<file path="config.mk">
export PLATFORM = sky130hd
export DESIGN_NAME = mem_arbiter_flat
export DESIGN_NICKNAME = d
export VERILOG_FILES = /design/src/rtl/mem_arbiter_if.sv /design/src/rtl/mem_arbiter.sv /design/src/flat_wrapper.sv
export SDC_FILE = /design/constraint.sdc
export NUM_CORES = 1
export LEC_CHECK = 0
export CORE_ASPECT_RATIO = 1.2
export CORE_MARGIN = 2
export CORE_UTILIZATION = 32
export CTS_BUF_LIST = sky130_fd_sc_hd__clkbuf_16
export DETAILED_ROUTE_END_ITERATION = 6
export HOLD_SLACK_MARGIN = 0.05
export PLACE_DENSITY = 0.76
export SYNTH_ARGS = -nofsm -noshare
export SYNTH_HDL_FRONTEND = slang
export SYNTH_SLANG_ARGS = --single-unit
</file>
<file path="constraint.sdc">
create_clock -name clk -period 1.32 [get_ports clk]
set_input_delay 0.264 -clock clk [delete_from_list [all_inputs] [get_ports clk]]
set_output_delay 0.264 -clock clk [all_outputs]
set_load 0.02 [all_outputs]
</file>
<file path="src/rtl/mem_arbiter_if.sv">
// Requester, memory and status signals shared between the two requesters,
// mem_arbiter and the single-port memory.
interface mem_arbiter_if #(
    parameter int ADDR_WIDTH = 6,
    parameter int DATA_WIDTH = 16
);
    logic                  req0;
    logic                  we0;
    logic [ADDR_WIDTH-1:0] addr0;
    logic [DATA_WIDTH-1:0] wdata0;
    logic                  ack0;
    logic [DATA_WIDTH-1:0] rdata0;

    logic                  req1;
    logic                  we1;
    logic [ADDR_WIDTH-1:0] addr1;
    logic [DATA_WIDTH-1:0] wdata1;
    logic                  ack1;
    logic [DATA_WIDTH-1:0] rdata1;

    logic                  mem_we;
    logic [ADDR_WIDTH-1:0] mem_addr;
    logic [DATA_WIDTH-1:0] mem_data;
    logic [DATA_WIDTH-1:0] mem_rdata;

    logic                  busy;
    logic                  gnt;

    // Arbiter side
    modport slave (
        input  req0, we0, addr0, wdata0,
        input  req1, we1, addr1, wdata1,
        input  mem_rdata,
        output ack0, rdata0, ack1, rdata1,
        output mem_we, mem_addr, mem_data,
        output busy, gnt
    );

    // Requester side
    modport master (
        output req0, we0, addr0, wdata0,
        output req1, we1, addr1, wdata1,
        input  ack0, rdata0, ack1, rdata1,
        input  busy, gnt
    );

    // Memory side
    modport mem (
        input  mem_we, mem_addr, mem_data,
        output mem_rdata
    );
endinterface

</file>
<file path="src/rtl/mem_arbiter.sv">
// Two-port round-robin arbiter in front of a single-port synchronous memory.
// Each access takes three cycles: IDLE (arbitrate), ACCESS, DONE (ack pulse).
module mem_arbiter #(
    parameter int ADDR_WIDTH = 6,
    parameter int DATA_WIDTH = 16
) (
    input logic         clk,
    input logic         rst,
    mem_arbiter_if.slave bus
);

    typedef enum logic [1:0] {
        IDLE,
        ACCESS,
        DONE
    } state_t;

    state_t                state;
    logic                  prio;

    logic                  win_valid;
    logic                  win_idx;
    logic                  win_we;
    logic [ADDR_WIDTH-1:0] win_addr;
    logic [DATA_WIDTH-1:0] win_data;

    // Single requester wins outright; on contention the favoured one wins.
    always_comb begin
        win_valid = bus.req0 | bus.req1;
        win_idx   = (bus.req0 & bus.req1) ? prio : bus.req1;
        win_we    = win_idx ? bus.we1    : bus.we0;
        win_addr  = win_idx ? bus.addr1  : bus.addr0;
        win_data  = win_idx ? bus.wdata1 : bus.wdata0;
    end

    always_ff @(posedge clk) begin
        if (rst) begin
            state        <= IDLE;
            prio         <= 1'b0;
            bus.mem_we   <= 1'b0;
            bus.mem_addr <= '0;
            bus.mem_data <= '0;
            bus.ack0     <= 1'b0;
            bus.ack1     <= 1'b0;
            bus.gnt      <= 1'b0;
            bus.busy     <= 1'b0;
        end else begin
            case (state)
                IDLE: begin
                    bus.mem_we <= 1'b0;
                    if (win_valid) begin
                        bus.gnt      <= win_idx;
                        bus.mem_addr <= win_addr;
                        bus.mem_data <= win_data;
                        bus.mem_we   <= win_we;
                        bus.busy     <= 1'b1;
                        state        <= ACCESS;
                    end
                end
                ACCESS: begin
                    // Memory captures addr/data/we on this edge.
                    bus.mem_we <= 1'b0;
                    bus.ack0   <= ~bus.gnt;
                    bus.ack1   <= bus.gnt;
                    prio       <= ~bus.gnt;
                    state      <= DONE;
                end
                DONE: begin
                    bus.ack0 <= 1'b0;
                    bus.ack1 <= 1'b0;
                    bus.busy <= 1'b0;
                    state    <= IDLE;
                end
                default: begin
                    bus.mem_we <= 1'b0;
                    bus.ack0   <= 1'b0;
                    bus.ack1   <= 1'b0;
                    bus.busy   <= 1'b0;
                    state      <= IDLE;
                end
            endcase
        end
    end

    // Registered memory output is only meaningful alongside the matching ack.
    assign bus.rdata0 = bus.mem_rdata;
    assign bus.rdata1 = bus.mem_rdata;

endmodule
</file>
<file path="src/flat_wrapper.sv">
// flat-port wrapper written by rule: the top's interface ports become plain ports
module mem_arbiter_flat 
#(
    parameter int ADDR_WIDTH = 6,
    parameter int DATA_WIDTH = 16
)
  (clk, rst, bus_req0, bus_we0, bus_addr0, bus_wdata0, bus_req1, bus_we1, bus_addr1, bus_wdata1, bus_mem_rdata, bus_ack0, bus_rdata0, bus_ack1, bus_rdata1, bus_mem_we, bus_mem_addr, bus_mem_data, bus_busy, bus_gnt);
  mem_arbiter_if #(.ADDR_WIDTH(ADDR_WIDTH), .DATA_WIDTH(DATA_WIDTH)) bus_i ();
  input logic clk;
  input logic rst;
  input wire logic [$bits(bus_i.req0)-1:0] bus_req0;
  input wire logic [$bits(bus_i.we0)-1:0] bus_we0;
  input wire logic [$bits(bus_i.addr0)-1:0] bus_addr0;
  input wire logic [$bits(bus_i.wdata0)-1:0] bus_wdata0;
  input wire logic [$bits(bus_i.req1)-1:0] bus_req1;
  input wire logic [$bits(bus_i.we1)-1:0] bus_we1;
  input wire logic [$bits(bus_i.addr1)-1:0] bus_addr1;
  input wire logic [$bits(bus_i.wdata1)-1:0] bus_wdata1;
  input wire logic [$bits(bus_i.mem_rdata)-1:0] bus_mem_rdata;
  output wire logic [$bits(bus_i.ack0)-1:0] bus_ack0;
  output wire logic [$bits(bus_i.rdata0)-1:0] bus_rdata0;
  output wire logic [$bits(bus_i.ack1)-1:0] bus_ack1;
  output wire logic [$bits(bus_i.rdata1)-1:0] bus_rdata1;
  output wire logic [$bits(bus_i.mem_we)-1:0] bus_mem_we;
  output wire logic [$bits(bus_i.mem_addr)-1:0] bus_mem_addr;
  output wire logic [$bits(bus_i.mem_data)-1:0] bus_mem_data;
  output wire logic [$bits(bus_i.busy)-1:0] bus_busy;
  output wire logic [$bits(bus_i.gnt)-1:0] bus_gnt;
  assign bus_i.req0 = bus_req0;
  assign bus_i.we0 = bus_we0;
  assign bus_i.addr0 = bus_addr0;
  assign bus_i.wdata0 = bus_wdata0;
  assign bus_i.req1 = bus_req1;
  assign bus_i.we1 = bus_we1;
  assign bus_i.addr1 = bus_addr1;
  assign bus_i.wdata1 = bus_wdata1;
  assign bus_i.mem_rdata = bus_mem_rdata;
  assign bus_ack0 = bus_i.ack0;
  assign bus_rdata0 = bus_i.rdata0;
  assign bus_ack1 = bus_i.ack1;
  assign bus_rdata1 = bus_i.rdata1;
  assign bus_mem_we = bus_i.mem_we;
  assign bus_mem_addr = bus_i.mem_addr;
  assign bus_mem_data = bus_i.mem_data;
  assign bus_busy = bus_i.busy;
  assign bus_gnt = bus_i.gnt;
  mem_arbiter #(.ADDR_WIDTH(ADDR_WIDTH), .DATA_WIDTH(DATA_WIDTH)) u_core (.clk(clk), .rst(rst), .bus(bus_i));
endmodule
</file>
==> qor.json, run 1 <==
{
  "critical_path": {
    "regToRegStartpoint": "u_core.state[1]",
    "critPathArrivalTime_ns": 1.44,
    "worstReg2RegEnd": "u_core.bus.mem_addr[3]",
    "critical_path_s_top_delay_family": "compound AO/OA/AOI/OAI gates",
    "crit_type": "reg2reg",
    "setup.reg_to_reg.worst_slack_ns": 0.05,
    "critical_path.cell_chain": "nor2_2 -> buf_4 -> a21oi_1 -> a311oi_1",
    "timing.critical_path.buf_inv": 1,
    "worst-path-max-fanout": 14,
    "nature_of_the_critical_path_endpoint": "register",
    "worst-r2r-cell-count": 4,
    "crit_path_max_incr_delay_ns": 0.31,
    "critPathLaunchType": "register",
    "critPathSlowestCell": "sky130_fd_sc_hd__dfxtp_1",
    "critical_path_depth": 4,
    "cp_data_required_time_ns": 1.49
  },
  "timing": {
    "period_share": 0.965,
    "fin_ws_ns": 0.0467,
    "final_hold_viol_count": 0,
    "actual_slew_at_the_worst_max_slew_pin_ns": 0.273,
    "clock-skew-final_ns": 0.00497,
    "post_route_setup_tns_ns": 0,
    "relSlewSlack": 0.817,
    "max_freq_ghz": 0.785,
    "finalSetupViolCount": 0,
    "slew_violations": 0,
    "finalCriticalPeriod_ns": 1.27
  },
  "global_routing": {
    "grt_first_pass_wirelength_um": 8310,
    "grt_pass1_vias": 1761,
    "grt_antenna_before_repair": 0,
    "grt_most_used_layer": "met2",
    "grt_max_degree": 31,
    "grt_remaining_overflow": 0,
    "grtUsageMet3": 0.0494,
    "met1_usage": 0.182,
    "grtUsageMet2": 0.296,
    "grt_use_total": 0.172
  },
  "routing": {
    "drcViolationCount": 0,
    "routedWlPerCell_um": 17.4,
    "routed_via_density": 5.43,
    "detail_route_antenna_nets": 0,
    "route.vias.total": 1673,
    "drt-pass1-iter-count": 4,
    "dr.first_iter.drc_count": 75,
    "drt-total-wl_um": 5360
  },
  "clock_network": {
    "numCtsBuffers": 5,
    "clk-insertion-delay-late_ns": 0.27,
    "post-cts-setup-buffer-count": 0,
    "clkSinkCount": 30,
    "clock-root-buffer": "sky130_fd_sc_hd__clkbuf_16",
    "htree_levels": 2,
    "clk_transition_reported_paths_ns": 0.05,
    "cts_tree": "done",
    "ctsHoldBuffers": 0,
    "cts-root-to-sink-buffers": 2
  },
  "layout": {
    "syn_to_final_growth_pct": 44.5,
    "fraction_of_layout_instances_using_a_drive_strength_above_1": 0.203,
    "stdcell_count": 308,
    "diodes": 0,
    "final_net_count": 313,
    "mostFrequentLayoutCell": "sky130_fd_sc_hd__clkdlybuf4s50_1",
    "num-fill-cells": 475,
    "mostFrequentLayoutCells": "47 x sky130_fd_sc_hd__clkdlybuf4s50_1, 30 x sky130_fd_sc_hd__dfxtp_1, 28 x sky130_fd_sc_hd__dlygate4sd2_1"
  },
  "logic_synthesis": {
    "synth.avg_cell_area_um2": 8.95,
    "synth.yosys.seq_area_share": 0.339,
    "yosys-mux-area-fraction": 0.0169,
    "ys_ff_latch": 30,
    "share_of_the_synthesized_netlist_area_taken_by_xor_and_xnor_gates": 0,
    "synthCells": 198,
    "post_synth_and_or_nand_nor_area_fraction": 0.112,
    "synth.yosys.warnings": 0,
    "main_combinational_cell_family_by_area_after_synthesis": "compound AO/OA/AOI/OAI gates",
    "synth_cell_type_count": 25,
    "syn_nets": 264,
    "synth-compound-area-share": 0.327,
    "syn_area_mm2": 0.00177,
    "synthAdderAreaFrac": 0
  },
  "run_status": {
    "status": "completed"
  },
  "die": {
    "chipHeight_um": 85.5,
    "pin_count": 125,
    "placement_rows": 29,
    "start_util": 0.332,
    "fp.dieArea_mm2": 0.00615,
    "floorplan.core_area_mm2": 0.00533,
    "die-width_um": 72.0
  },
  "place": {
    "detailed_place_hpwl_um": 3790,
    "dpl_worst_slack_ns": -0.408,
    "finalWeightedCongestion": 0.775,
    "count_of_buffers_inserted_at_the_top_level_ports": 76,
    "numPlacedInstances": 301
  },
  "pwr": {
    "power_density_mw_per_mm2": 1170,
    "p_leak_nw": 1.02,
    "peak_supply_drop_v": 0.000440
  },
  "flow_run": {
    "max-cap-violations": 0
  },
  "worst_hold_path": {
    "min-delay-path-class": "reg2reg",
    "worst_case_hold_path_end_point": "u_core.bus.busy",
    "count_of_cells_along_the_worst_hold_path": 2,
    "hp_start": "u_core.bus.busy"
  }
}
## what timing repair did
item,4_1_cts,5_1_grt
resized for setup,36,2
pin swaps,0,0
gates cloned,1,0
endpoints found under the setup margin,50,23
## how the worst max path moves through the flow
stage | from | endpoint | slack (ns)
final | u_core.state[1] | u_core.bus.mem_addr[3] | 0.05
after global routing | u_core.state[1] | u_core.bus.mem_addr[3] | -0.03
after CTS | bus_req0 | u_core.bus.mem_data[6] | 0.01
after detailed placement | bus_req1 | u_core.bus.mem_data[3] | -0.41
after global placement | bus_req0 | u_core.bus.mem_data[15] | -0.32
after floorplan | bus_req1 | u_core.bus.mem_addr[5] | 0.03
## tightest hold or removal path, stage by stage, from the launching register on
cell and delay (ns):
sky130_fd_sc_hd__dfxtp_1 0.31, sky130_fd_sc_hd__nand2b_1 0.07, sky130_fd_sc_hd__a21oi_1 0.06
## sequential cells by signal, summed over array words and instances (netlist names)
signal               count
u_core.state             2
u_core.bus.ack1          1
u_core.prio              1
u_core.bus.mem_we        1
u_core.bus.mem_addr      6
u_core.bus.gnt           1
u_core.bus.busy          1
u_core.bus.mem_data     16
u_core.bus.ack0          1
## layer usage
| layer | part of all wire | vias up | wire, µm |
|---|---|---|---|
| met2 | 0.52 | 67 | 2760 |
| met5 | 0 | - | 0 |
| met4 | 0.033 | 0 | 179 |
| met1 | 0.37 | 786 | 2000 |
| li1 | - | 797 | - |
| met3 | 0.077 | 23 | 415 |
## logic make-up (layout without fill, tap and decap cells)
logic type	Yosys count	after routing
flops	30	30
buf+inv	55	102
compound gates	73	73
simple gates	37	38
mux	3	3
## where the power goes
part           total (mW)  switching (mW)  internal (mW)
combinational       0.911           0.472          0.439
clock                1.03           0.359          0.667
sequential           1.06          0.0567           1.01
## through the flow
step | hold WS, ns | power (mW) | cell area (µm²) | util
global placement | 0.460 | 2.01 | 2430 | 0.455
global route | 0.520 | 3.14 | 2560 | 0.480
detailed placement | 0.485 | 2.03 | 2430 | 0.455
finish | 0.492 | 3.00 | 2560 | 0.480
floorplan | 0.428 | 1.72 | 1770 | -
CTS | 0.491 | 3.00 | 2550 | 0.478
## Yosys cell counts
| cell type | instances | area share |
|---|---|---|
| sky130_fd_sc_hd__nor3_1 | 2 | 0.0056 |
| sky130_fd_sc_hd__mux2i_1 | 3 | 0.017 |
| sky130_fd_sc_hd__o21ai_0 | 23 | 0.065 |
| sky130_fd_sc_hd__inv_1 | 2 | 0.0042 |
| sky130_fd_sc_hd__or2_1 | 1 | 0.0035 |
| sky130_fd_sc_hd__nor2_1 | 2 | 0.0042 |
| sky130_fd_sc_hd__nand2b_1 | 3 | 0.011 |
| sky130_fd_sc_hd__buf_4 | 32 | 0.14 |
| sky130_fd_sc_hd__nand3_1 | 23 | 0.065 |
| sky130_fd_sc_hd__a31oi_1 | 1 | 0.0035 |
| sky130_fd_sc_hd__a21o_1 | 1 | 0.0042 |
| sky130_fd_sc_hd__a311oi_1 | 2 | 0.0099 |
| sky130_fd_sc_hd__and2_4 | 1 | 0.0049 |
| sky130_fd_sc_hd__nor3b_1 | 1 | 0.0042 |
| sky130_fd_sc_hd__a21oi_1 | 25 | 0.071 |
| sky130_fd_sc_hd__clkbuf_1 | 11 | 0.023 |
| sky130_fd_sc_hd__buf_6 | 4 | 0.025 |
| sky130_fd_sc_hd__nor2b_1 | 1 | 0.0035 |
| sky130_fd_sc_hd__a311oi_2 | 20 | 0.17 |
| sky130_fd_sc_hd__a211oi_1 | 1 | 0.0042 |
| sky130_fd_sc_hd__nand2_1 | 1 | 0.0021 |
| sky130_fd_sc_hd__nor2_2 | 1 | 0.0035 |
| sky130_fd_sc_hd__dfxtp_1 | 30 | 0.34 |
| sky130_fd_sc_hd__and3b_1 | 1 | 0.0049 |
| sky130_fd_sc_hd__buf_2 | 6 | 0.017 |
## cell type report
cell class,count,area [µm²],area share
Tap cell,62,77.6,0.0303
Multi-Input combinational cell,114,838,0.327
Inverter,2,7.51,0.00293
Timing Repair Buffer,94,908,0.355
Clock inverter,1,3.75,0.00147
Sequential cell,30,601,0.234
Clock buffer,5,125,0.0489
No activity file was read; power rests on OpenSTA's default activity.
==> inputs of run 2 (changes only) <==
--- a/config.mk
+++ b/config.mk
@@ -5,13 +5,16 @@
 export SDC_FILE = /design/constraint.sdc
 export NUM_CORES = 1
 export LEC_CHECK = 0
+export ABC_AREA = 1
 export CORE_ASPECT_RATIO = 1.2
 export CORE_MARGIN = 2
-export CORE_UTILIZATION = 32
+export CORE_UTILIZATION = 31
 export CTS_BUF_LIST = sky130_fd_sc_hd__clkbuf_16
+export CTS_CLUSTER_SIZE = 30
 export DETAILED_ROUTE_END_ITERATION = 6
 export HOLD_SLACK_MARGIN = 0.05
 export PLACE_DENSITY = 0.76
+export SETUP_SLACK_MARGIN = 0.15
 export SYNTH_ARGS = -nofsm -noshare
 export SYNTH_HDL_FRONTEND = slang
 export SYNTH_SLANG_ARGS = --single-unit
==> run 2 against run 1 <==
Sequential power hardly changed. Die area is 3.0% lower. Maximum frequency is 8.3% higher. Non-clock buffer count is 7 higher. Largest cell class unchanged. Largest power group unchanged.
==> qor.json, run 2 <==
{
  "global_routing": {
    "grt_use_total": 0.145,
    "grt_antenna_before_repair": 0,
    "grt_remaining_overflow": 0,
    "grtUsageMet3": 0.0528,
    "grt_first_pass_wirelength_um": 7030,
    "grtUsageMet2": 0.255,
    "met1_usage": 0.158,
    "grt_most_used_layer": "met2",
    "grt_max_degree": 20,
    "grt_pass1_vias": 1629
  },
  "routing": {
    "drt-pass1-iter-count": 4,
    "drcViolationCount": 0,
    "drt-total-wl_um": 4800,
    "route.vias.total": 1716,
    "dr.first_iter.drc_count": 26,
    "routed_via_density": 4.40,
    "detail_route_antenna_nets": 0,
    "routedWlPerCell_um": 12.3
  },
  "die": {
    "die-width_um": 70.9,
    "fp.dieArea_mm2": 0.00597,
    "start_util": 0.318,
    "chipHeight_um": 84.2,
    "pin_count": 125,
    "floorplan.core_area_mm2": 0.00523,
    "placement_rows": 29
  },
  "timing": {
    "fin_ws_ns": 0.145,
    "max_freq_ghz": 0.851,
    "finalSetupViolCount": 0,
    "relSlewSlack": 0.870,
    "period_share": 0.890,
    "final_hold_viol_count": 0,
    "rsz0062_at_grt": "true",
    "slew_violations": 0,
    "actual_slew_at_the_worst_max_slew_pin_ns": 0.193,
    "finalCriticalPeriod_ns": 1.18,
    "clock-skew-final_ns": 0.00402
  },
  "layout": {
    "final_net_count": 393,
    "fraction_of_layout_instances_using_a_drive_strength_above_1": 0.247,
    "final_util": 0.524,
    "mostFrequentLayoutCells": "65 x sky130_fd_sc_hd__nor2_1, 47 x sky130_fd_sc_hd__clkdlybuf4s50_1, 46 x sky130_fd_sc_hd__nand2_1",
    "largest_reg_flops": 16,
    "diodes": 0,
    "reg.largest.list": "u_core.bus.mem_data: 16 flops, u_core.bus.mem_addr: 6 flops, u_core.state: 2 flops",
    "mostFrequentLayoutCell": "sky130_fd_sc_hd__nor2_1",
    "registers.top_by_ff_count": "u_core.bus.mem_data",
    "syn_to_final_growth_pct": 64.6
  },
  "critical_path": {
    "worst-path-max-fanout": 8,
    "nature_of_the_critical_path_endpoint": "register",
    "critPathSlowestCell": "sky130_fd_sc_hd__dfxtp_2",
    "crit_path_max_incr_delay_ns": 0.33,
    "crit_path_frequent_cell": "sky130_fd_sc_hd__nor2_1",
    "critPathArrivalTime_ns": 1.33,
    "critPathLaunchType": "register",
    "cp_data_required_time_ns": 1.48,
    "crit_type": "reg2reg",
    "critical_path.cell_chain": "inv_2 -> nand2_4 -> nor2_4 -> buf_6 -> clkbuf_16 -> nand2_1 -> nor2_1 -> nor2_1"
  },
  "clock_network": {
    "numCtsBuffers": 5,
    "ctsHoldBuffers": 0,
    "cts_tree": "done",
    "htree_levels": 2,
    "clock-root-buffer": "sky130_fd_sc_hd__clkbuf_16",
    "clk_transition_reported_paths_ns": 0.05,
    "cts-root-to-sink-buffers": 2,
    "clk-insertion-delay-late_ns": 0.27,
    "clkSinkCount": 30
  },
  "pwr": {
    "combinationalPowerShare": 0.323,
    "peak_supply_drop_v": 0.000597,
    "p_leak_nw": 1.34,
    "p_clk_frac": 0.339,
    "power_report.internal_total_mw": 2.21,
    "p_seq_frac": 0.339,
    "power.switching_mw": 0.904,
    "power.switching_fraction": 0.290,
    "power_density_mw_per_mm2": 1140
  },
  "logic_synthesis": {
    "synth.yosys.seq_area_share": 0.361,
    "synthFlopType": "sky130_fd_sc_hd__dfxtp_1",
    "yosysMostFrequentCell": "sky130_fd_sc_hd__nor2_1",
    "synth.avg_cell_area_um2": 6.37,
    "syn_nets": 327,
    "synth.yosys.warnings": 0,
    "synth_top_cells_by_count": "70 x sky130_fd_sc_hd__nor2_1, 54 x sky130_fd_sc_hd__nand2_1, 32 x sky130_fd_sc_hd__buf_4, 30 x sky130_fd_sc_hd__dfxtp_1, 30 x sky130_fd_sc_hd__inv_1",
    "synth_enable_flop_cells": 0,
    "asyncSetResetFlopFracSynth": 0,
    "synth_cell_type_count": 15,
    "synthTopCellsByArea": "sky130_fd_sc_hd__dfxtp_1 36%, sky130_fd_sc_hd__nor2_1 16%, sky130_fd_sc_hd__buf_4 14%, sky130_fd_sc_hd__nand2_1 12%, sky130_fd_sc_hd__o21ai_0 6.9%",
    "netlist.area_leader.share": 0.361,
    "syn_area_mm2": 0.00166,
    "ys_ff_latch": 30,
    "synthCells": 261,
    "synth.largest_area_cell": "sky130_fd_sc_hd__dfxtp_1"
  },
  "flow_run": {
    "max-cap-violations": 0
  },
  "run_status": {
    "status": "completed"
  },
  "place": {
    "detailed_place_hpwl_um": 2850,
    "finalWeightedCongestion": 0.725,
    "count_of_buffers_inserted_at_the_top_level_ports": 76,
    "dpl_worst_slack_ns": -0.288
  },
  "worst_hold_path": {
    "min-delay-path-class": "reg2reg"
  }
}
-- run 2: changes by cell type after synthesis, moves of 18 or more --
cell,change
sky130_fd_sc_hd__nand3_1,-18
sky130_fd_sc_hd__nand2_1,+53
sky130_fd_sc_hd__nor2_1,+68
sky130_fd_sc_hd__inv_1,+28
sky130_fd_sc_hd__a311oi_2,-20
sky130_fd_sc_hd__a21oi_1,-22
-- run 2: power groups by stage --
stage | Clock [mW] | Sequential (mW) | Combinational, mW
floorplan | 0 | 1.18 | 0.430
global placement | 0 | 1.07 | 0.825
detailed placement | 0 | 1.07 | 0.837
CTS | 1.08 | 1.05 | 0.881
global route | 1.14 | 1.07 | 1.09
finish | 1.06 | 1.06 | 1.01
-- run 2: kinds of logic (layout without fill, tap and decap cells) --
group           after synthesis  in the layout  share of synthesized area
simple gates                130            130                      0.302
buf+inv                      73            140                      0.243
flops                        30             30                      0.361
compound gates               28             28                     0.0941
-- run 2: final timing paths --
check | startpoint | to | slack [ns] | depth (start not counted)
max | u_core.state[1] | u_core.bus.mem_addr[1] | 0.14 | 8
min | u_core.bus.busy | u_core.bus.busy | 0.46 | 2
max reg2reg | u_core.state[1] | u_core.bus.mem_addr[1] | 0.14 | 8
min reg2reg | u_core.bus.busy | u_core.bus.busy | 0.46 | 2
-- run 2: timing repair --
item                                    in CTS  in global routing
gates cloned                                 2                  6
buffers inserted                             5                  4
endpoints found under the setup margin      53                 47
pin swaps                                    2                 16
gates resized for setup                     72                 50
-- run 2: final cells by class --
class | instances | area [µm²]
repair buffers | 101 | 1070
fillers | 517 | 2490
inverters | 31 | 116
well taps | 62 | 77.6
flip-flops and latches | 30 | 603
clock inverters | 3 | 12.5
clock buffers | 5 | 125
multi-input cells | 158 | 727
-- run 2: stage by stage --
stage	TNS [ns]	instance area [µm²]	instances	hold slack (ns)	power (mW)
floorplan	0	1660	261	0.333	1.61
global placement	-5.93	2340	365	0.452	1.89
detailed placement	-6.52	2340	365	0.455	1.91
CTS	0	2590	380	0.463	3.02
global route	0	2740	390	0.485	3.30
finish	0	2740	390	0.463	3.12
-- run 2: layer usage --
metal  part of all wire  vias to the layer above
met1               0.39                      762
met5                  0                        -
met4              0.012                        0
met3              0.084                       13
met2               0.51                       58
li1                   -                      883
-- run 2: worst max-delay path, delay by kind of cell (launching register included) --
kind,cells,cell delay [ns]
simple gates,5,0.38
flops,1,0.33
buf+inv,3,0.35
==> inputs of run 3 (changes only) <==
--- a/config.mk
+++ b/config.mk
@@ -6,14 +6,15 @@
 export NUM_CORES = 1
 export LEC_CHECK = 0
 export ABC_AREA = 1
+export CAP_MARGIN = 5
 export CORE_ASPECT_RATIO = 1.2
 export CORE_MARGIN = 2
-export CORE_UTILIZATION = 31
+export CORE_UTILIZATION = 34
 export CTS_BUF_LIST = sky130_fd_sc_hd__clkbuf_16
 export CTS_CLUSTER_SIZE = 30
 export DETAILED_ROUTE_END_ITERATION = 6
 export HOLD_SLACK_MARGIN = 0.05
-export PLACE_DENSITY = 0.76
+export PLACE_DENSITY = 0.79
 export SETUP_SLACK_MARGIN = 0.15
 export SYNTH_ARGS = -nofsm -noshare
 export SYNTH_HDL_FRONTEND = slang
==> constraint.sdc (replaced) <==
create_clock -name clk -period 1.15 [get_ports clk]
set_input_delay 0.23 -clock clk [delete_from_list [all_inputs] [get_ports clk]]
set_output_delay 0.23 -clock clk [all_outputs]
set_load 0.02 [all_outputs]
==> run 3 against run 2 <==
Register-to-register slack got worse by 0.18 ns. Utilization rose by 4.8 points. Highest routed layer unchanged. Hold slack got worse by 0.0027 ns. Largest power group unchanged. Flip-flop and latch count did not move. Final cell count fell by 2.6%. Clock skew fell by 0.0012 ns. Critical path depth did not move. Die area fell by 8.4%. Design area fell by 2.7%. The flow now finishes with violations (negative setup slack). Clock power rose by 11%. Sequential power rose by 17%. Setup slack got worse by 0.18 ns.
==> qor.json, run 3 (synthesized netlist as in run 2, its figures left out) <==
{
  "timing": {
    "final_hold_viol_count": 0,
    "actual_slew_at_the_worst_max_slew_pin_ns": 0.198,
    "fin_ws_ns": -0.0303,
    "clock-skew-final_ns": 0.00285,
    "finalCriticalPeriod_ns": 1.18,
    "max_freq_ghz": 0.847,
    "rsz0062_at_grt": "true",
    "period_share": 1.03,
    "post_route_setup_tns_ns": -0.238,
    "relSlewSlack": 0.868,
    "finalSetupViolCount": 16,
    "slew_violations": 0
  },
  "pwr": {
    "power.total_mw": 3.55,
    "p_seq_frac": 0.350,
    "power.switching_fraction": 0.286,
    "p_leak_nw": 1.30,
    "power_density_mw_per_mm2": 1330,
    "power.switching_mw": 1.01,
    "p_clk_frac": 0.333,
    "peak_supply_drop_v": 0.000853,
    "power_report.internal_total_mw": 2.54,
    "combinationalPowerShare": 0.317
  },
  "layout": {
    "mostFrequentLayoutCell": "sky130_fd_sc_hd__nor2_1",
    "syn_to_final_growth_pct": 60.2,
    "reg.largest.list": "u_core.bus.mem_data: 16 flops, u_core.bus.mem_addr: 6 flops, u_core.state: 2 flops",
    "registers.top_by_ff_count": "u_core.bus.mem_data",
    "diodes": 0,
    "fraction_of_layout_instances_using_a_drive_strength_above_1": 0.301,
    "largest_reg_flops": 16,
    "final_net_count": 387,
    "mostFrequentLayoutCells": "65 x sky130_fd_sc_hd__nor2_1, 50 x sky130_fd_sc_hd__nand2_1, 47 x sky130_fd_sc_hd__clkdlybuf4s50_1",
    "final_util": 0.571,
    "num-fill-cells": 454
  },
  "global_routing": {
    "grt_use_total": 0.157,
    "grt_max_degree": 30,
    "grt_pass1_vias": 1557,
    "grt_remaining_overflow": 0,
    "grt_antenna_before_repair": 0,
    "grt_first_pass_wirelength_um": 6500
  },
  "critical_path": {
    "critPathLaunchType": "register",
    "cp_data_required_time_ns": 1.31,
    "critPathArrivalTime_ns": 1.34,
    "worst-r2r-cell-count": 8,
    "crit_type": "reg2reg",
    "worstReg2RegEnd": "u_core.bus.mem_data[11]",
    "regToRegStartpoint": "u_core.state[1]",
    "setup.reg_to_reg.worst_slack_ns": -0.03,
    "worst-path-max-fanout": 7,
    "nature_of_the_critical_path_endpoint": "register"
  },
  "routing": {
    "routedWlPerCell_um": 11.9,
    "route.vias.total": 1676,
    "detail_route_antenna_nets": 0,
    "dr.first_iter.drc_count": 56,
    "met3WireLength_um": 384,
    "detailroute.wirelength.met2_um": 2280,
    "drcViolationCount": 0,
    "drt-total-wl_um": 4510,
    "drt-pass1-iter-count": 4,
    "met1_length_um": 1710,
    "maxUsedRoutingLayer": "met4",
    "routed_via_density": 4.41
  },
  "place": {
    "detailed_place_hpwl_um": 3020,
    "count_of_buffers_inserted_at_the_top_level_ports": 76,
    "finalWeightedCongestion": 0.746
  },
  "clock_network": {
    "numCtsBuffers": 5,
    "htree_levels": 2,
    "clock-root-buffer": "sky130_fd_sc_hd__clkbuf_16",
    "ctsHoldBuffers": 0,
    "clk-insertion-delay-late_ns": 0.27,
    "clkSinkCount": 30,
    "cts_tree": "done",
    "clk_transition_reported_paths_ns": 0.05,
    "cts-root-to-sink-buffers": 2
  },
  "worst_hold_path": {
    "hp_start": "bus_mem_rdata[7]",
    "min-delay-path-class": "in2out",
    "worst_case_hold_path_end_point": "bus_rdata0[7]",
    "count_of_cells_along_the_worst_hold_path": 0
  },
  "run_status": {
    "status": "finished, violations left",
    "failed_checks": "negative setup slack"
  },
  "flow_run": {
    "max-cap-violations": 0
  },
  "die": {
    "die-width_um": 67.8,
    "fp.dieArea_mm2": 0.00547,
    "chipHeight_um": 80.6,
    "placement_rows": 27,
    "start_util": 0.357,
    "floorplan.core_area_mm2": 0.00466,
    "pin_count": 125
  }
}
run 3: worst max path at each step:
stage / startpoint / end / slack, ns / depth (start not counted)
after floorplan: u_core.state[1] / u_core.bus.mem_data[10] / 0.1 / 7
after global placement: bus_req0 / u_core.bus.mem_data[5] / -0.37 / 7
after detailed placement: bus_req1 / u_core.bus.mem_data[5] / -0.40 / 6
after CTS: u_core.state[1] / u_core.bus.mem_addr[1] / 0.007 / 7
after global routing: u_core.state[1] / u_core.bus.mem_data[2] / -0.10 / 8
final: u_core.state[1] / u_core.bus.mem_data[11] / -0.03 / 8
run 3: timing repair:
item / 4_1_cts / 5_1_grt
cloned: 1 / 3
pin swaps: 14 / 7
endpoints found under the setup margin: 53 / 51
buffers inserted: 2 / 2
hold endpoints to repair: 0 / 0
gates resized for setup: 118 / 84
run 3: worst max-delay path, cell delays in order, from the launching register on:
cell and delay, ns:
sky130_fd_sc_hd__dfxtp_2 0.33, sky130_fd_sc_hd__inv_2 0.05, sky130_fd_sc_hd__nand2_4 0.06, sky130_fd_sc_hd__nor2_4 0.05, sky130_fd_sc_hd__buf_12 0.13, sky130_fd_sc_hd__buf_12 0.12, sky130_fd_sc_hd__clkbuf_16 0.16, sky130_fd_sc_hd__o21ai_2 0.12
sky130_fd_sc_hd__nor2_1 0.05
run 3: power groups by stage:
stage,logic (mW),clock network [mW],registers [mW]
global route,1.22,1.27,1.25
detailed placement,0.948,0,1.23
floorplan,0.527,0,1.35
global placement,0.933,0,1.23
CTS,0.921,1.22,1.21
finish,1.13,1.18,1.24
run 3: layout make-up:
| cell class | count | area, µm² | area share |
|---|---|---|---|
| Timing Repair Buffer | 95 | 963 | 0.362 |
| Multi-Input combinational cell | 158 | 753 | 0.283 |
| Sequential cell | 30 | 621 | 0.233 |
| Clock buffer | 5 | 125 | 0.0470 |
| Inverter | 31 | 116 | 0.0437 |
| Tap cell | 58 | 72.6 | 0.0272 |
| Clock inverter | 3 | 12.5 | 0.00470 |
run 3: through the flow:
step                      setup slack [ns]  hold WS [ns]  instance area (µm²)  instances
after detailed placement            -0.402         0.459                 2320        364
after global routing                -0.100         0.460                 2660        380
after CTS                          0.00738         0.460                 2400        375
final                              -0.0303         0.460                 2660        380
after global placement              -0.371         0.460                 2320        364
after floorplan                     0.0969         0.299                 1700        261
run 3: routing by layer:
layer	vias to the layer above	track usage
li1	873	-
met1	728	0.147
met2	52	0.292
met3	23	0.0504
met4	0	0.0820
met5	-	0
